`config.mk`:
```
export PLATFORM = sky130hd
export DESIGN_NAME = vending_machine_multi_flat
export DESIGN_NICKNAME = d
export VERILOG_FILES = /design/src/rtl/vending_machine_multi_pkg.sv /design/src/rtl/vending_machine_multi_if.sv /design/src/rtl/vending_machine_multi_stock.sv /design/src/rtl/vending_machine_multi.sv /design/src/flat_wrapper.sv
export SDC_FILE = /design/constraint.sdc
export NUM_CORES = 1
export LEC_CHECK = 0
export ABC_CLOCK_PERIOD_IN_PS = 10000
export CAP_MARGIN = 25
export CORE_AREA = 4 4 85 87
export DETAILED_ROUTE_END_ITERATION = 10
export DIE_AREA = 0 0 89 91
export PLACE_DENSITY_LB_ADDON = 0.1
export SYNTH_ARGS = -nofsm -noshare
export SYNTH_HDL_FRONTEND = slang
export SYNTH_SLANG_ARGS = --single-unit
```
`constraint.sdc`:
```
create_clock -name clk -period 10 [get_ports clk]
set_input_delay 1 -clock clk [delete_from_list [all_inputs] [get_ports clk]]
set_output_delay 1 -clock clk [all_outputs]
set_load 0.02 [all_outputs]
```
`src/rtl/vending_machine_multi_pkg.sv`:
```
// Shared types and price-table helpers for the multi-product vending controller.
package vending_pkg;

  localparam int TBL_MAX_W = 256;

  typedef enum logic [1:0] {
    IDLE   = 2'd0,
    CREDIT = 2'd1,
    VEND   = 2'd2,
    CHANGE = 2'd3
  } state_t;

  typedef enum logic [1:0] {
    ERR_NONE  = 2'b00,
    ERR_CODE  = 2'b01,
    ERR_SOLD  = 2'b10,
    ERR_FUNDS = 2'b11
  } sel_err_t;

  // Product idx (1-based) lives in slice idx-1 of the packed table.
  function automatic logic [31:0] price_of(input logic [TBL_MAX_W-1:0] tbl,
                                           input int unsigned idx,
                                           input int unsigned money_w);
    logic [TBL_MAX_W-1:0] sh;
    logic [31:0]          mask;
    sh   = tbl >> ((idx - 1) * money_w);
    mask = (money_w >= 32) ? 32'hFFFF_FFFF : ((32'd1 << money_w) - 32'd1);
    return sh[31:0] & mask;
  endfunction

  function automatic logic [31:0] min_price(input logic [TBL_MAX_W-1:0] tbl,
                                            input int unsigned n,
                                            input int unsigned money_w);
    logic [31:0] m;
    m = 32'hFFFF_FFFF;
    for (int unsigned k = 1; k <= n; k++) begin
      if (price_of(tbl, k, money_w) < m) m = price_of(tbl, k, money_w);
    end
    return m;
  endfunction

endpackage

```
`src/rtl/vending_machine_multi_if.sv`:
```
// Front-end / dispenser bundle of the vending controller; master = front-end, slave = controller.
interface vending_machine_multi_if
  import vending_pkg::*;
#(
  parameter int MONEY_W  = 8,
  parameter int SEL_W    = 3,
  parameter int STOCK_W  = 4,
  parameter int N_DRINKS = 4
);
  logic               coin_valid;
  logic [MONEY_W-1:0] coin_amt;
  logic               sel_valid;
  logic [SEL_W-1:0]   sel;
  logic               cancel;
  logic               restock_valid;
  logic [SEL_W-1:0]   restock_idx;
  logic [STOCK_W-1:0] restock_cnt;

  logic [MONEY_W-1:0]  credit;
  logic                drink_valid;
  logic [SEL_W-1:0]    drink_idx;
  logic                change_valid;
  logic [MONEY_W-1:0]  change_amt;
  logic                coin_reject;
  logic                sel_reject;
  sel_err_t            sel_err;
  logic [N_DRINKS-1:0] sold_out;
  logic                busy;

  modport master (
    output coin_valid, coin_amt, sel_valid, sel, cancel,
           restock_valid, restock_idx, restock_cnt,
    input  credit, drink_valid, drink_idx, change_valid, change_amt,
           coin_reject, sel_reject, sel_err, sold_out, busy
  );

  modport slave (
    input  coin_valid, coin_amt, sel_valid, sel, cancel,
           restock_valid, restock_idx, restock_cnt,
    output credit, drink_valid, drink_idx, change_valid, change_amt,
           coin_reject, sel_reject, sel_err, sold_out, busy
  );
endinterface

```
`src/rtl/vending_machine_multi_stock.sv`:
```
// Per-product saturating stock counters; vend and restock apply in the same edge.
module vm_stock_bank
  import vending_pkg::*;
#(
  parameter int N_DRINKS   = 4,
  parameter int SEL_W      = 3,
  parameter int STOCK_W    = 4,
  parameter int STOCK_INIT = 5
) (
  input  logic                clk,
  input  logic                rst,
  input  logic                vend_valid,
  input  logic [SEL_W-1:0]    vend_idx,
  input  logic                restock_valid,
  input  logic [SEL_W-1:0]    restock_idx,
  input  logic [STOCK_W-1:0]  restock_cnt,
  output logic [N_DRINKS-1:0] sold_out
);
  localparam logic [STOCK_W:0] STOCK_MAX = {1'b0, {STOCK_W{1'b1}}};
  localparam logic [STOCK_W:0] ONE       = {{STOCK_W{1'b0}}, 1'b1};

  for (genvar k = 0; k < N_DRINKS; k++) begin : g_slot
    logic [STOCK_W-1:0] cnt_q;
    logic [STOCK_W:0]   nxt;

    // One spare bit so the vend-then-restock sum can be clamped.
    always_comb begin
      nxt = {1'b0, cnt_q};
      if (vend_valid && (int'(vend_idx) == k + 1) && (cnt_q != '0)) nxt = nxt - ONE;
      if (restock_valid && (int'(restock_idx) == k + 1)) nxt = nxt + {1'b0, restock_cnt};
    end

    always_ff @(posedge clk) begin
      if (rst) cnt_q <= STOCK_W'(STOCK_INIT);
      else     cnt_q <= (nxt > STOCK_MAX) ? STOCK_MAX[STOCK_W-1:0] : nxt[STOCK_W-1:0];
    end

    assign sold_out[k] = (cnt_q == '0);
  end
endmodule

```
`src/rtl/vending_machine_multi.sv`:
```
// Multi-product vending controller: coin credit, priced selection, change and restock.
// Accepted inputs take effect on the next edge; all pulses are registered and one cycle wide.
module vending_machine_multi
  import vending_pkg::*;
#(
  parameter int                          MONEY_W    = 8,
  parameter int                          N_DRINKS   = 4,
  parameter int                          SEL_W      = 3,
  parameter logic [N_DRINKS*MONEY_W-1:0] PRICES     = {8'd25, 8'd20, 8'd15, 8'd10},
  parameter int                          STOCK_W    = 4,
  parameter int                          STOCK_INIT = 5,
  parameter int                          MAX_CREDIT = 99,
  parameter int                          MULTI_VEND = 0
) (
  input logic                   clk,
  input logic                   rst,
  vending_machine_multi_if.slave bus
);
  localparam logic [TBL_MAX_W-1:0] TBL       = TBL_MAX_W'(PRICES);
  localparam logic [MONEY_W-1:0]   MIN_PRICE = MONEY_W'(min_price(TBL, N_DRINKS, MONEY_W));
  localparam logic [MONEY_W:0]     MAX_C     = (MONEY_W + 1)'(MAX_CREDIT);

  state_t              state;
  logic [MONEY_W-1:0]  credit_q;
  logic                drink_q;
  logic [SEL_W-1:0]    drink_idx_q;
  logic                change_q;
  logic [MONEY_W-1:0]  change_amt_q;
  logic                coin_rej_q;
  logic                sel_rej_q;
  sel_err_t            sel_err_q;
  logic                busy_q;
  logic [N_DRINKS-1:0] sold_vec;

  logic [MONEY_W:0]   coin_sum;
  logic               coin_seen, coin_take, coin_rej;
  logic               code_ok, sel_sold;
  logic [MONEY_W-1:0] sel_price;
  sel_err_t           sel_chk;
  logic               cancel_go, sel_go, sel_rej;
  sel_err_t           sel_rej_code;
  logic               open_state;

  always_comb begin
    open_state = (state == IDLE) || (state == CREDIT);
    coin_seen  = bus.coin_valid && (bus.coin_amt != '0);
    coin_sum   = {1'b0, credit_q} + {1'b0, bus.coin_amt};
    code_ok    = (bus.sel != '0) && (int'(bus.sel) <= N_DRINKS);

    sel_price = '0;
    sel_sold  = 1'b0;
    if (code_ok) sel_price = MONEY_W'(price_of(TBL, 32'(bus.sel), MONEY_W));
    for (int k = 0; k < N_DRINKS; k++) begin
      if (int'(bus.sel) == k + 1) sel_sold = sold_vec[k];
    end

    if (!code_ok)                  sel_chk = ERR_CODE;
    else if (sel_sold)             sel_chk = ERR_SOLD;
    else if (credit_q < sel_price) sel_chk = ERR_FUNDS;
    else                           sel_chk = ERR_NONE;

    // Cancel beats selection beats coin; a displaced coin is handed back.
    cancel_go    = bus.cancel && (state == CREDIT);
    sel_go       = !cancel_go && (state == CREDIT) && bus.sel_valid && (sel_chk == ERR_NONE);
    sel_rej      = bus.sel_valid && ((state == IDLE) ||
                   ((state == CREDIT) && !cancel_go && (sel_chk != ERR_NONE)));
    sel_rej_code = (state == IDLE) ? ERR_FUNDS : sel_chk;
    coin_take    = coin_seen && open_state && !cancel_go && !sel_go && (coin_sum <= MAX_C);
    coin_rej     = coin_seen && !coin_take;
  end

  always_ff @(posedge clk) begin
    if (rst) begin
      state        <= IDLE;
      credit_q     <= '0;
      drink_q      <= 1'b0;
      drink_idx_q  <= '0;
      change_q     <= 1'b0;
      change_amt_q <= '0;
      coin_rej_q   <= 1'b0;
      sel_rej_q    <= 1'b0;
      sel_err_q    <= ERR_NONE;
      busy_q       <= 1'b0;
    end else begin
      drink_q    <= 1'b0;
      change_q   <= 1'b0;
      busy_q     <= 1'b0;
      coin_rej_q <= coin_rej;
      sel_rej_q  <= sel_rej;
      sel_err_q  <= sel_rej ? sel_rej_code : ERR_NONE;

      case (state)
        IDLE, CREDIT: begin
          if (cancel_go) begin
            state        <= CHANGE;
            busy_q       <= 1'b1;
            change_q     <= 1'b1;
            change_amt_q <= credit_q;
            credit_q     <= '0;
          end else if (sel_go) begin
            state       <= VEND;
            busy_q      <= 1'b1;
            drink_q     <= 1'b1;
            drink_idx_q <= bus.sel;
            credit_q    <= credit_q - sel_price;
          end else if (coin_take) begin
            state    <= CREDIT;
            credit_q <= coin_sum[MONEY_W-1:0];
          end
        end

        VEND: begin
          if ((MULTI_VEND != 0) && (credit_q >= MIN_PRICE)) begin
            state <= CREDIT;
          end else if (credit_q != '0) begin
            state        <= CHANGE;
            busy_q       <= 1'b1;
            change_q     <= 1'b1;
            change_amt_q <= credit_q;
            credit_q     <= '0;
          end else begin
            state <= IDLE;
          end
        end

        CHANGE: state <= IDLE;

        default: state <= IDLE;
      endcase
    end
  end

  vm_stock_bank #(
    .N_DRINKS  (N_DRINKS),
    .SEL_W     (SEL_W),
    .STOCK_W   (STOCK_W),
    .STOCK_INIT(STOCK_INIT)
  ) u_stock (
    .clk          (clk),
    .rst          (rst),
    .vend_valid   (sel_go),
    .vend_idx     (bus.sel),
    .restock_valid(bus.restock_valid),
    .restock_idx  (bus.restock_idx),
    .restock_cnt  (bus.restock_cnt),
    .sold_out     (sold_vec)
  );

  assign bus.credit       = credit_q;
  assign bus.drink_valid  = drink_q;
  assign bus.drink_idx    = drink_idx_q;
  assign bus.change_valid = change_q;
  assign bus.change_amt   = change_amt_q;
  assign bus.coin_reject  = coin_rej_q;
  assign bus.sel_reject   = sel_rej_q;
  assign bus.sel_err      = sel_err_q;
  assign bus.sold_out     = sold_vec;
  assign bus.busy         = busy_q;
endmodule
```
`src/flat_wrapper.sv`:
```
// flat-port wrapper written by rule: the top's interface ports become plain ports
module vending_machine_multi_flat import vending_pkg::*;
#(
  parameter int                          MONEY_W    = 8,
  parameter int                          N_DRINKS   = 4,
  parameter int                          SEL_W      = 3,
  parameter logic [N_DRINKS*MONEY_W-1:0] PRICES     = {8'd25, 8'd20, 8'd15, 8'd10},
  parameter int                          STOCK_W    = 4,
  parameter int                          STOCK_INIT = 5,
  parameter int                          MAX_CREDIT = 99,
  parameter int                          MULTI_VEND = 0
)
  (clk, rst, bus_coin_valid, bus_coin_amt, bus_sel_valid, bus_sel, bus_cancel, bus_restock_valid, bus_restock_idx, bus_restock_cnt, bus_credit, bus_drink_valid, bus_drink_idx, bus_change_valid, bus_change_amt, bus_coin_reject, bus_sel_reject, bus_sel_err, bus_sold_out, bus_busy);
  vending_machine_multi_if #(.MONEY_W(MONEY_W), .SEL_W(SEL_W), .STOCK_W(STOCK_W), .N_DRINKS(N_DRINKS)) bus_i ();
  input logic clk;
  input logic rst;
  input wire logic [$bits(bus_i.coin_valid)-1:0] bus_coin_valid;
  input wire logic [$bits(bus_i.coin_amt)-1:0] bus_coin_amt;
  input wire logic [$bits(bus_i.sel_valid)-1:0] bus_sel_valid;
  input wire logic [$bits(bus_i.sel)-1:0] bus_sel;
  input wire logic [$bits(bus_i.cancel)-1:0] bus_cancel;
  input wire logic [$bits(bus_i.restock_valid)-1:0] bus_restock_valid;
  input wire logic [$bits(bus_i.restock_idx)-1:0] bus_restock_idx;
  input wire logic [$bits(bus_i.restock_cnt)-1:0] bus_restock_cnt;
  output wire logic [$bits(bus_i.credit)-1:0] bus_credit;
  output wire logic [$bits(bus_i.drink_valid)-1:0] bus_drink_valid;
  output wire logic [$bits(bus_i.drink_idx)-1:0] bus_drink_idx;
  output wire logic [$bits(bus_i.change_valid)-1:0] bus_change_valid;
  output wire logic [$bits(bus_i.change_amt)-1:0] bus_change_amt;
  output wire logic [$bits(bus_i.coin_reject)-1:0] bus_coin_reject;
  output wire logic [$bits(bus_i.sel_reject)-1:0] bus_sel_reject;
  output wire logic [$bits(bus_i.sel_err)-1:0] bus_sel_err;
  output wire logic [$bits(bus_i.sold_out)-1:0] bus_sold_out;
  output wire logic [$bits(bus_i.busy)-1:0] bus_busy;
  assign bus_i.coin_valid = bus_coin_valid;
  assign bus_i.coin_amt = bus_coin_amt;
  assign bus_i.sel_valid = bus_sel_valid;
  assign bus_i.sel = bus_sel;
  assign bus_i.cancel = bus_cancel;
  assign bus_i.restock_valid = bus_restock_valid;
  assign bus_i.restock_idx = bus_restock_idx;
  assign bus_i.restock_cnt = bus_restock_cnt;
  assign bus_credit = bus_i.credit;
  assign bus_drink_valid = bus_i.drink_valid;
  assign bus_drink_idx = bus_i.drink_idx;
  assign bus_change_valid = bus_i.change_valid;
  assign bus_change_amt = bus_i.change_amt;
  assign bus_coin_reject = bus_i.coin_reject;
  assign bus_sel_reject = bus_i.sel_reject;
  assign bus_sel_err = bus_i.sel_err;
  assign bus_sold_out = bus_i.sold_out;
  assign bus_busy = bus_i.busy;
  vending_machine_multi #(.MONEY_W(MONEY_W), .N_DRINKS(N_DRINKS), .SEL_W(SEL_W), .PRICES(PRICES), .STOCK_W(STOCK_W), .STOCK_INIT(STOCK_INIT), .MAX_CREDIT(MAX_CREDIT), .MULTI_VEND(MULTI_VEND)) u_core (.clk(clk), .rst(rst), .bus(bus_i));
endmodule
```
==> Yosys cells after proc, flatten, opt, wreduce, memory -nomap -nowiden <==
Cells that the tools add are included.
{ "totals": {"reg_bits": 44, "input_bits": 24, "out_inout_bits": 30, "wordCells": 149} }
{ "op_classes": {"addsub": 11, "order_cmp": 7, "n_eq_ne": 14, "n_shift": 1, "mux": 40, "bitwise_logic": 3, "reduce_logical": 55} }
{ "op_table": {"columns": ["op", "n"], "rows": [
  ["$mux W8", 7],
  ["$mux W5", 8],
  ["$pmux W8 S2", 2],
  ["$shr A29 B32 Y8 const A", 1],
  ["$logic_and A1 B1 Y1", 25],
  ["$add A5 B4 Y5", 4],
  ["$gt A5 B4 Y1 const B", 4],
  ["$sub A4 B1 Y5 const B", 4],
  ["$eq A3 B3 Y1 const B", 6],
  ["$logic_not A4 Y1", 4],
  ["$mux W2", 8],
  ["$mux W4", 4],
  ["$reduce_bool A4 Y1", 4],
  ["$reduce_bool A8 Y1", 2],
  ["$reduce_or A2 Y1", 6],
  ["$add A8 B8 Y9", 1],
  ["$le A9 B7 Y1 const B", 1],
  ["$reduce_and A3 Y1", 3],
  ["$lt A8 B8 Y1", 1],
  ["$mux W1", 8],
  ["$sub A8 B8 Y8", 1],
  ["$eq A3 B2 Y1 const B", 2],
  ["$pmux W2 S3", 1],
  ["$eq A2 B2 Y1 const B", 2],
  ["13 further kinds", 22]
]} }

==> Depth between registers and ports, before layout <==
{ "depth": {"word_depth": 16, "mapped_depth": 23, "depth_no_buf": 22} }

==> Modules after synthesis <==
A second synthesis with hierarchy kept.
{ "hier_totals": {"cells_unflattened": 426, "area_unflattened_um2": 3732.3} }
{ "by_module_without_submodules": {"columns": ["mod", "n_inst", "cells_each", "area_per_inst_um2", "seq_area_each_um2"], "rows": [
  ["vending_machine_multi", 1, 234, 2049.5, 560.5],
  ["vm_stock_bank", 1, 192, 1682.9, 320.3]
]} }

==> Least setup slack after synthesis <==
Ideal clock, no wire load.
{ "synth_timing": {"path_kind": "input port to flip-flop", "startpoint": "input port bus_sel[0]", "endpoint": "register u_core.u_stock.g_slot[2].cnt_q[3]", "setup_time_ps": 122, "arrival_ps": 5222, "required_ps": 9878, "path_slack_ps": 4656, "path_stages": 21, "n_path_buf": 0, "path_cell_list": "inv_1 ha_1 ha_1 a211oi_1 ha_1 inv_1 fa_1 a211oi_1 o21ai_2 and3_4 nand3_1 xnor2_1 ha_1 inv_1 fa_1 nor2b_1 o21a_1 o21ai_0 xnor2_2 or4b_1 o311a_1"} }
{ "synth_via": {"elab_chain_cells": 16, "elab_cells_between_ends": 27, "cone_classes": "2 x add/sub; 3 x order compare; 4 x eq/ne; 1 x shift; 11 x mux; 6 x reduce/logical"} }
{ "synth_rtl": {"columns": ["item", "line", "rtl"], "rows": [
  ["start, declared", "flat_wrapper.sv:20", "input wire logic [$bits(bus_i.sel)-1:0] bus_sel;"],
  ["$sub A3 B1 Y4 (tied with other cells)", "vending_machine_multi_pkg.sv:26", "sh = tbl >> ((idx - 1) * money_w);"],
  ["$shr A29 B32 Y8 (tied with other cells)", "vending_machine_multi_pkg.sv:26", null],
  ["$mux W8 / $mux W1 (equally long branches)", "vending_machine_multi.sv:52, vending_machine_multi.sv:54", null],
  ["$lt A8 B8 Y1 / $mux W1 (equally long branches)", "vending_machine_multi.sv:59, vending_machine_multi.sv:54", null],
  ["$mux W2 / $mux W1 (equally long branches)", "vending_machine_multi.sv:59, vending_machine_multi.sv:54", null],
  ["$mux W2", "vending_machine_multi.sv:58", "else if (sel_sold) sel_chk = ERR_SOLD;"],
  ["$mux W2", "vending_machine_multi.sv:57", "if (!code_ok) sel_chk = ERR_CODE;"],
  ["$logic_not A2 Y1", "vending_machine_multi.sv:64", "sel_go = !cancel_go && (state == CREDIT) && bus.sel_valid && (sel_chk == ERR_NONE);"],
  ["$logic_and A1 B1 Y1", "vending_machine_multi.sv:64", null],
  ["$logic_and A1 B1 Y1 (*) (2 in series)", "vending_machine_multi_stock.sv:29", "if (vend_valid && (int'(vend_idx) == k + 1) && (cnt_q != '0)) nxt = nxt - ONE;"],
  ["$mux W5 (*)", "vending_machine_multi_stock.sv:29", null],
  ["$add A5 B4 Y5", "vending_machine_multi_stock.sv:30", "if (restock_valid && (int'(restock_idx) == k + 1)) nxt = nxt + {1'b0, restock_cnt};"],
  ["$mux W5 (*)", "vending_machine_multi_stock.sv:30", null],
  ["$gt A5 B4 Y1", "vending_machine_multi_stock.sv:35", "else cnt_q <= (nxt > STOCK_MAX) ? STOCK_MAX[STOCK_W-1:0] : nxt[STOCK_W-1:0];"],
  ["$mux W4 (*)", "vending_machine_multi_stock.sv:35", null],
  ["end signal, assigned", "vending_machine_multi_stock.sv:34", "if (rst) cnt_q <= STOCK_W'(STOCK_INIT);"],
  ["end signal, assigned", "vending_machine_multi_stock.sv:35", null],
  ["end, declared", "vending_machine_multi_stock.sv:23", "logic [STOCK_W-1:0] cnt_q;"]
]} }
Mark *: on every way between the ends. The rest lies on a longest branch, timed or not.
A chain may end at the register's enable or synchronous reset.

==> Worst setup path after layout <==
{ "layout_timing": {"startpoint": "input port bus_sel[1]", "endpoint": "register u_core.u_stock.g_slot[2].cnt_q[3]"} }
Same word-level chain as after synthesis.

==> results.json <==
{
  "outcome": "finished, final reports clean",
  "cts_sinks": 44,
  "antenna_found_initial": 0,
  "syn_inst": 447,
  "final_area_um2": 4480,
  "design.die.area_um2": 8100,
  "dr_total_vias": 3451,
  "yosysWarnings": 0,
  "finalSetupTns_ns": 0,
  "avgViaCountPerCell": 5.99,
  "wl_per_cell_um": 16.7,
  "synth_top_flop_cell": "dfxtp_1",
  "synthArstFlopShare_pct": 0,
  "cts.hold.buffers_added": 0,
  "gr-usage-met1_pct": 36.2,
  "fillCellCount": 526,
  "worst_path_most_repeated_cell": "ha_1",
  "cts_setup_buffers": 0,
  "grt_max_degree": 22,
  "die_w_um": 89,
  "nets": 569,
  "placed_area_um2": 4360,
  "cpPeakStageDelay_ns": 0.59,
  "worst_ep_arrival_time_ns": 6.44,
  "path_delay_family": "adder cells",
  "start_util_pct": 59.5,
  "clock_latency_ns": 0.30,
  "clockBufferDepth": 2,
  "post_cts_resize_count": 0,
  "p_leak_nw": 1.85,
  "cp_slowest_cell": "clkdlybuf4s50_1",
  "overflow": 0,
  "yosys_register_bits": 44,
  "cp_num_buf_inv": 4,
  "first_global_vias": 3305,
  "root_buffer": "clkbuf_8",
  "track_usage_pct": 24.4,
  "ioPinCount": 54,
  "crit_chain": "clkdlybuf4s50_1, inv_1, ha_1, ha_1, a211oi_1, ha_1, inv_1, fa_1, a211oi_1, o21ai_2, and3_4, nand3_1, xnor2_1, ha_1, inv_1, fa_1, nor2b_1, o21a_1, o21ai_0, xnor2_2, or4b_1, o311a_1",
  "place_congestion": 0.899,
  "cts_tree": "yes",
  "syn_nets": 518,
  "grt_pass1_wl_mm": 15.9,
  "ant_nets": 0,
  "n_antenna_cell": 0,
  "cts_buffers": 5,
  "met2_usage_pct": 38.1,
  "layout_common_cells": "clkdlybuf4s50_1, dfxtp_1, nor2_1, ha_1, inv_1",
  "htreeDepth": 2,
  "crit_type": "in -> reg",
  "start_kind": "input port",
  "port_buffers": 53,
  "slew_headroom_pct": 56.1,
  "hold_class": "reg -> reg",
  "avgSynthCellArea_um2": 8.46,
  "hpwl_mm": 7.44,
  "setup_viol": 0,
  "critical_path_required_ns": 10.19,
  "worst_pin_slew_ns": 0.656,
  "endpoint_kind": "flip-flop",
  "final_common_cell": "clkdlybuf4s50_1",
  "fin_crit_sh_pct": 62.5,
  "clock_skew_ns": 0.00924,
  "yosysUniqueCellTypes": 66,
  "drive_above_1_share_pct": 6.01,
  "cts.clk_slew.worst_paths_ns": 0.09,
  "fin_crit_ns": 6.25,
  "hold_viol_final": 0,
  "syn2layout_area_growth_pct": 18.6,
  "ys_seq_area_share_pct": 23.3,
  "synth_edf_count": 0,
  "rows": 29,
  "die_h_um": 91,
  "totalWireLength_mm": 9.60,
  "grt-busiest-layer": "met2",
  "ir_worst_vdd_v": 0.000153,
  "fmax_mhz": 160,
  "cellPowerDensity_nw_per_um2": 153,
  "crit_fanout": 13,
  "cap_violations": 0,
  "dr.pass1.iters": 5,
  "syn_area_um2": 3780,
  "remaining_drc_errors": 0,
  "grt.met3_usage_pct": 3.80,
  "drt-initial-drc-count": 283,
  "finalMaxSlewViolations": 0,
  "rsz0062_at_grt": "no",
  "coreArea_um2": 6350
}
## stage by stage
step | std cells | power [mW] | hold slack (ns) | worst slack (ns) | util, %
after global placement | 567 | 0.536 | 0.443 | 3.75 | 68.7
after floorplan | 447 | 0.450 | 0.497 | 4.66 | -
after CTS | 575 | 0.684 | 0.459 | 3.78 | 70.5
after detailed placement | 567 | 0.540 | 0.446 | 3.54 | 68.7
final | 576 | 0.685 | 0.458 | 3.75 | 70.6
after global routing | 576 | 0.730 | 0.487 | 3.40 | 70.6
## final timing paths
kind	from	end	slack, ns	cells after the start
worst max-delay path	bus_sel[1]	u_core.u_stock.g_slot[2].cnt_q[3]$_SDFF_PP0_	3.75	22
worst min-delay path	u_core.bus.drink_idx[0]$_SDFFE_PP0P_	u_core.bus.drink_idx[0]$_SDFFE_PP0P_	0.46	2
worst max register to register	u_core.bus.credit[0]$_SDFFE_PP0P_	u_core.u_stock.g_slot[2].cnt_q[3]$_SDFF_PP0_	5.68	18
worst min register to register	u_core.bus.drink_idx[0]$_SDFFE_PP0P_	u_core.bus.drink_idx[0]$_SDFFE_PP0P_	0.46	2
## synthesized netlist by cell type (all sizes together), types with 12 or more instances
master	count	area share, %
dfxtp	44	23
nor2	42	4.2
ha	41	14
inv	35	3.5
nand2	28	2.8
o21ai	23	3.1
a21oi	22	2.9
mux2i	16	4.2
nor2b	16	2.8
xnor2	16	3.9
nor3	12	1.6
## kinds of logic (layout without fill, tap and decap cells)
logic type / Yosys count / count (layout) / synth area share, %
adders and majority gates: 47 / 47 / 16.7
xor gates and xnor gates: 26 / 26 / 6.22
AOI/OAI and AO/OA: 99 / 99 / 18.7
DFF: 44 / 44 / 23.3
and+or+nand+nor: 163 / 163 / 23.5
muxes: 22 / 22 / 6.62
buffers and inverters: 46 / 98 / 4.93
## power breakdown
group | total, mW | switching (mW) | internal (mW)
clock network | 0.141 | 0.0655 | 0.0753
registers | 0.222 | 0.0269 | 0.195
logic | 0.322 | 0.178 | 0.144
total | 0.685 | 0.270 | 0.415
## worst register-to-register path, stage by stage, from the launching register on
cell      delay [ns]
dfxtp_1         0.40
inv_1           0.09
ha_1            0.16
inv_1           0.05
fa_1            0.42
a211oi_1        0.35
o21ai_2         0.18
and3_4          0.29
nand3_1         0.19
xnor2_1         0.16
ha_1            0.20
inv_1           0.05
fa_1            0.37
nor2b_1         0.17
o21a_1          0.12
o21ai_0         0.13
xnor2_2         0.23
or4b_1          0.53
o311a_1         0.13
## area by class of cell
type	instances	area [µm²]	share of cell area (%)
clock buffers	5	68.8	1.54
multi-input cells	357	2710	60.5
flip-flops and latches	44	881	19.7
clock inverters	3	46.3	1.03
well taps	77	96.3	2.15
inverters	35	131	2.93
repair buffers	55	546	12.2
## state kept, by name (all words and copies together), names as in the netlist
| name | count |
|---|---|
| u_core.u_stock.g_slot.cnt_q | 16 |
| u_core.bus.busy | 1 |
| u_core.bus.credit | 8 |
| u_core.bus.change_amt | 8 |
| u_core.bus.coin_reject | 1 |
| u_core.bus.change_valid | 1 |
| u_core.bus.drink_idx | 3 |
| u_core.bus.sel_reject | 1 |
| u_core.bus.drink_valid | 1 |
| u_core.bus.sel_err | 2 |
| u_core.state | 2 |
## metal layers
| metal | part of all wire, % | vias to the layer above |
|---|---|---|
| met5 | 0 | - |
| met3 | 5.3 | 6 |
| met1 | 48 | 1630 |
| li1 | - | 1720 |
| met4 | 0.59 | 0 |
| met2 | 46 | 95 |
Power figures use the tool's default switching activity.
